`src/rtl/neuron_accumulator.sv`:
```
// Sequential multiply-accumulate neuron front end.
// Accepts one (activation, weight) pair per input handshake, accumulates
// N_INPUTS full-precision products plus a bias, then holds the saturated
// Q(WIDTH-FRAC).FRAC weighted sum until the downstream stage consumes it.
//
// state | meaning
// ------+-----------------------------------------------------------------
// ACCUM | accepting pairs; in_ready=1, out_valid=0
// DONE  | result presented on out_sum/out_sat; in_ready=0, out_valid=1
module neuron_accumulator #(
    parameter int N_INPUTS = 8,
    parameter int WIDTH    = 32,
    parameter int FRAC     = 16
) (
    input  logic             clk,
    input  logic             rst_n,
    input  logic             in_valid,
    output logic             in_ready,
    input  logic [WIDTH-1:0] in_data,
    input  logic [WIDTH-1:0] in_weight,
    input  logic [WIDTH-1:0] bias,
    output logic             out_valid,
    input  logic             out_ready,
    output logic [WIDTH-1:0] out_sum,
    output logic             out_sat
);

    // Headroom of clog2(N)+2 bits above the product width means the sum of
    // N products plus a shifted bias can never wrap.
    localparam int ACC_W = 2*WIDTH + $clog2(N_INPUTS) + 2;
    localparam int CNT_W = (N_INPUTS > 1) ? $clog2(N_INPUTS) : 1;
    localparam logic [CNT_W-1:0] LAST_BEAT = CNT_W'(N_INPUTS - 1);

    localparam logic signed [ACC_W-1:0] SUM_MAX =
        {{(ACC_W-WIDTH+1){1'b0}}, {(WIDTH-1){1'b1}}};
    localparam logic signed [ACC_W-1:0] SUM_MIN =
        {{(ACC_W-WIDTH+1){1'b1}}, {(WIDTH-1){1'b0}}};

    typedef enum logic {
        ACCUM = 1'b0,
        DONE  = 1'b1
    } state_t;

    state_t                    state;
    logic [CNT_W-1:0]          count;
    logic signed [ACC_W-1:0]   acc;

    logic signed [2*WIDTH-1:0] data_ext;
    logic signed [2*WIDTH-1:0] weight_ext;
    logic signed [2*WIDTH-1:0] prod;
    logic signed [ACC_W-1:0]   prod_ext;
    logic signed [ACC_W-1:0]   bias_ext;
    logic signed [ACC_W-1:0]   acc_base;
    logic signed [ACC_W-1:0]   acc_next;
    logic signed [ACC_W-1:0]   sum_full;
    logic [WIDTH-1:0]          sum_next;
    logic                      sat_next;
    logic                      in_fire;
    logic                      last_beat;

    // Full-precision signed product; operands are sign-extended so the low
    // 2*WIDTH bits of the multiply are the exact two's-complement product.
    assign data_ext   = {{WIDTH{in_data[WIDTH-1]}}, in_data};
    assign weight_ext = {{WIDTH{in_weight[WIDTH-1]}}, in_weight};
    assign prod       = data_ext * weight_ext;
    assign prod_ext   = {{(ACC_W-2*WIDTH){prod[2*WIDTH-1]}}, prod};

    // Bias is aligned to the product's binary point (2*FRAC fractional bits).
    assign bias_ext   = {{(ACC_W-WIDTH){bias[WIDTH-1]}}, bias} <<< FRAC;

    // The first beat of a vector seeds from the bias, ignoring any stale acc.
    assign acc_base   = (count == '0) ? bias_ext : acc;
    assign acc_next   = acc_base + prod_ext;
    assign sum_full   = acc_next >>> FRAC;

    assign in_fire    = in_valid & in_ready;
    assign last_beat  = (count == LAST_BEAT);

    // Clamp the rescaled sum into the signed output range.
    always_comb begin
        sum_next = sum_full[WIDTH-1:0];
        sat_next = 1'b0;
        if (sum_full > SUM_MAX) begin
            sum_next = {1'b0, {(WIDTH-1){1'b1}}};
            sat_next = 1'b1;
        end else if (sum_full < SUM_MIN) begin
            sum_next = {1'b1, {(WIDTH-1){1'b0}}};
            sat_next = 1'b1;
        end
    end

    // Vector sequencing, accumulation and registered handshake outputs.
    always_ff @(posedge clk or negedge rst_n) begin
        if (!rst_n) begin
            state     <= ACCUM;
            count     <= '0;
            acc       <= '0;
            in_ready  <= 1'b1;
            out_valid <= 1'b0;
            out_sum   <= '0;
            out_sat   <= 1'b0;
        end else begin
            case (state)
                ACCUM: begin
                    if (in_fire) begin
                        acc <= acc_next;
                        if (last_beat) begin
                            count     <= '0;
                            out_sum   <= sum_next;
                            out_sat   <= sat_next;
                            state     <= DONE;
                            in_ready  <= 1'b0;
                            out_valid <= 1'b1;
                        end else begin
                            count <= count + 1'b1;
                        end
                    end
                end
                DONE: begin
                    // No bypass: a new pair is only taken the cycle after
                    // the result handshake.
                    if (out_ready) begin
                        acc       <= '0;
                        state     <= ACCUM;
                        in_ready  <= 1'b1;
                        out_valid <= 1'b0;
                    end
                end
                default: begin
                    state     <= ACCUM;
                    count     <= '0;
                    acc       <= '0;
                    in_ready  <= 1'b1;
                    out_valid <= 1'b0;
                end
            endcase
        end
    end

endmodule
```
`config.mk`:
```
export PLATFORM = sky130hd
export DESIGN_NAME = neuron_accumulator
export DESIGN_NICKNAME = d
export VERILOG_FILES = /design/src/rtl/neuron_accumulator.sv
export SDC_FILE = /design/constraint.sdc
export NUM_CORES = 2
export LEC_CHECK = 0
export CAP_MARGIN = 20
export CORE_MARGIN = 4
export CORE_UTILIZATION = 55
export CTS_CLUSTER_DIAMETER = 200
export DETAILED_ROUTE_END_ITERATION = 16
export PLACE_DENSITY = 0.75
export SKIP_LAST_GASP = 1
export SYNTH_ARGS = -nofsm -noshare
export SYNTH_HDL_FRONTEND = slang
export SYNTH_SLANG_ARGS = --single-unit
export TNS_END_PERCENT = 10
```
`constraint.sdc`:
```
create_clock -name clk -period 9.54 [get_ports clk]
set_input_delay 1.431 -clock clk [delete_from_list [all_inputs] [get_ports clk]]
set_output_delay 1.431 -clock clk [all_outputs]
set_load 0.02 [all_outputs]
```
==> results.json <==
{
  "status": "finished, violations left",
  "violations": "setup timing",
  "final-setup-viol-count": 33,
  "final_common_cell": "fa_1",
  "cts.path.max_buffers": 2,
  "whs_endpoint": "out_sum[31]",
  "synth_nets": 6539,
  "synth_flop_cell": "dfrtp_1",
  "drt-total-wl_mm": 135.6,
  "grt_start_max_net_pins": 123,
  "gp_congestion": 0.9811,
  "routedWlPerCell_um": 20.55,
  "r2r_slack_ns": 0,
  "drive_above_1_share": 0.1599,
  "fillCellCount": 6315,
  "rsz0062_at_grt": "true",
  "ys_warn_count": 0,
  "start_util": 0.5556,
  "ctsHoldBuffers": 0,
  "dieArea_um2": 89260,
  "drc_errors": 0,
  "cts_tree": "done",
  "reg2regPathDepth": 33,
  "synth-simple-area-share": 0.1485,
  "grt_usage": 0.3153,
  "first_pass_iters": 6,
  "die_y_um": 298.8,
  "area_delta_synth_final_pct": 20.18,
  "cp_num_buf_inv": 14,
  "startpoint_type": "primary input",
  "r2r-start": "count[0]",
  "n_antenna_cell": 0,
  "worst_pin_slew_ns": 0.9588,
  "syn-cell-area_um2": 46500,
  "port_buffers": 134,
  "design.portCount": 135,
  "htree_num_levels": 3,
  "cts_inserted_buffers": 9,
  "synth_compound_area_frac": 0.05131,
  "path_common_cell": "fa_1",
  "via_per_inst": 5.455,
  "placed_area_um2": 53850,
  "final_cell_mix": "fa_1 (1228), inv_1 (1159), nand2_1 (702), buf_4 (516), and2_1 (414)",
  "reg2reg_to": "out_sum[16]",
  "ant_nets": 0,
  "vias": 36000,
  "synthXorXnorAreaFrac": 0.01337,
  "drtIter0Drc": 2984,
  "hold_depth": 2,
  "synthTopCellsByArea": "fa_1 (54%), inv_1 (9.4%), ha_1 (6.2%)",
  "worstPathArrival_ns": 10.07,
  "antenna_found_initial": 0,
  "fin_ws_ns": -0.2750,
  "nNetsFinal": 7052,
  "utilization": 0.6678,
  "async_reset_ff_frac": 1.000,
  "min_period_ns": 9.815,
  "max_clock_freq_ghz": 0.1019,
  "final_area_um2": 55880,
  "endpoint_kind": "register",
  "row_count": 106,
  "fin_skew_ns": 0.01686,
  "dieWidth_um": 298.8,
  "place_ws_ns": -1.127,
  "grt_pass1_wl_mm": 220.7,
  "clock_sinks": 108,
  "clock_latency_ns": 0.37,
  "core_region_area_um2": 83690,
  "period_share": 1.029,
  "synth_cell_types": 82,
  "slew_violations": 0,
  "syn_area_per_cell_um2": 9.400,
  "synthAdderAreaFrac": 0.6049,
  "grt_pass1_vias": 39770,
  "synth_top_cell_by_area": "fa_1",
  "cts_root_buffer": "clkbuf_16",
  "synthMuxAreaShare": 0.006942,
  "synth_top_area_frac": 0.5424,
  "overflow": 0,
  "ys_ff_latch": 108,
  "netlist_instances": 4947,
  "tns_ns": -7.983,
  "hp-class": "reg -> reg",
  "hold_viol": 0,
  "worstPathRequired_ns": 9.79,
  "clk_pin_slew_ns": 0.08,
  "synth_top_family_by_area": "adder cells",
  "hold_start": "out_sum[31]",
  "dpl.hpwl_mm": 115.6,
  "worst_path_dominant_cell_family": "adder cells",
  "maxCapViolCount": 0,
  "synth-edff-count": 0,
  "critPathKind": "in -> reg",
  "crit_path_max_fanout": 12,
  "synth_seq_area_share": 0.05815,
  "max_stage_delay_ns": 0.60,
  "cpMaxStageDelayCell": "fa_2",
  "maxSlewHeadroom": 0.3608
}
-- cells in the mapped netlist (14+ instances only) --
cell,n
dfrtp_1,107
o211ai_1,15
inv_1,1168
and3_1,14
a21o_1,22
ha_1,232
nand3_1,95
nand2b_1,16
xnor2_1,41
nand2_1,713
mux2i_1,30
a21oi_1,99
o21ai_0,105
and2_1,418
clkbuf_1,239
xor2_1,30
nand4_1,17
o2bb2ai_1,24
buf_2,16
nor2_1,110
fa_1,1260
-- worst min-delay path, stage by stage, from the launching register on --
cell	delay, ns
dfrtp_1	0.36
nand2_1	0.05
o21ai_0	0.06
-- logic make-up (layout without fill, tap and decap cells) --
logic type	Yosys count	in the layout
xor gates and xnor gates	71	71
buffers and inverters	1436	1953
muxes	32	32
DFF	108	108
and+or+nand+nor	1441	1441
AOI/OAI and AO/OA	367	368
adders and majority gates	1492	1492
-- layout make-up --
cell class                      count  area (um2)  share of cell area
Sequential cell                   108        2704             0.04838
Timing Repair Buffer              769        7537              0.1349
Clock buffer                       11       252.7            0.004523
Clock inverter                      5       42.54           0.0007612
Multi-Input combinational cell   3404       39530              0.7073
Inverter                         1168        4399             0.07872
Tap cell                         1134        1419             0.02539
-- flip-flops by register name, indices dropped and copies added (netlist names) --
register	count
acc	69
out_sum	32
count	3
in_ready	1
out_sat	1
out_valid	1
state	1
-- how the worst max path moves through the flow --
| stage | startpoint | endpoint | cells past startpoint |
|---|---|---|---|
| after floorplan | in_data[31] | out_sum[14] | 29 |
| after global placement | in_weight[9] | out_sum[4] | 31 |
| after detailed placement | in_weight[9] | out_sum[17] | 28 |
| after CTS | in_data[31] | out_sum[19] | 35 |
| after global routing | in_weight[6] | out_sum[13] | 34 |
| final | in_data[31] | out_sum[16] | 35 |
-- per-stage QoR --
| stage | cells | hold slack [ns] |
|---|---|---|
| 4_1_cts | 6592 | 0.4994 |
| 2_1_floorplan | 4947 | 0.4580 |
| 5_1_grt | 6599 | 0.5213 |
| 3_3_place_gp | 6531 | 0.4619 |
| 3_5_place_dp | 6532 | 0.4791 |
| 6_report | 6599 | 0.4971 |
-- repair_timing --
action | CTS | global route
setup buffers | 33 | 3
endpoints found under the setup margin | 33 | 33
pin swaps | 61 | 26
resized for setup | 167 | 57
cloned | 11 | 3
-- metal layers --
layer | up-vias | track usage | routed length, um
met5 | - | 0.0005411 | 0
met4 | 0 | 0.09120 | 5312
met3 | 264 | 0.06894 | 13700
met2 | 1715 | 0.4930 | 61860
met1 | 18550 | 0.4493 | 54710
li1 | 15470 | - | -
Power is not shown: default switching activity piles up to over one toggle a cycle in this logic, so the estimate is an artifact.
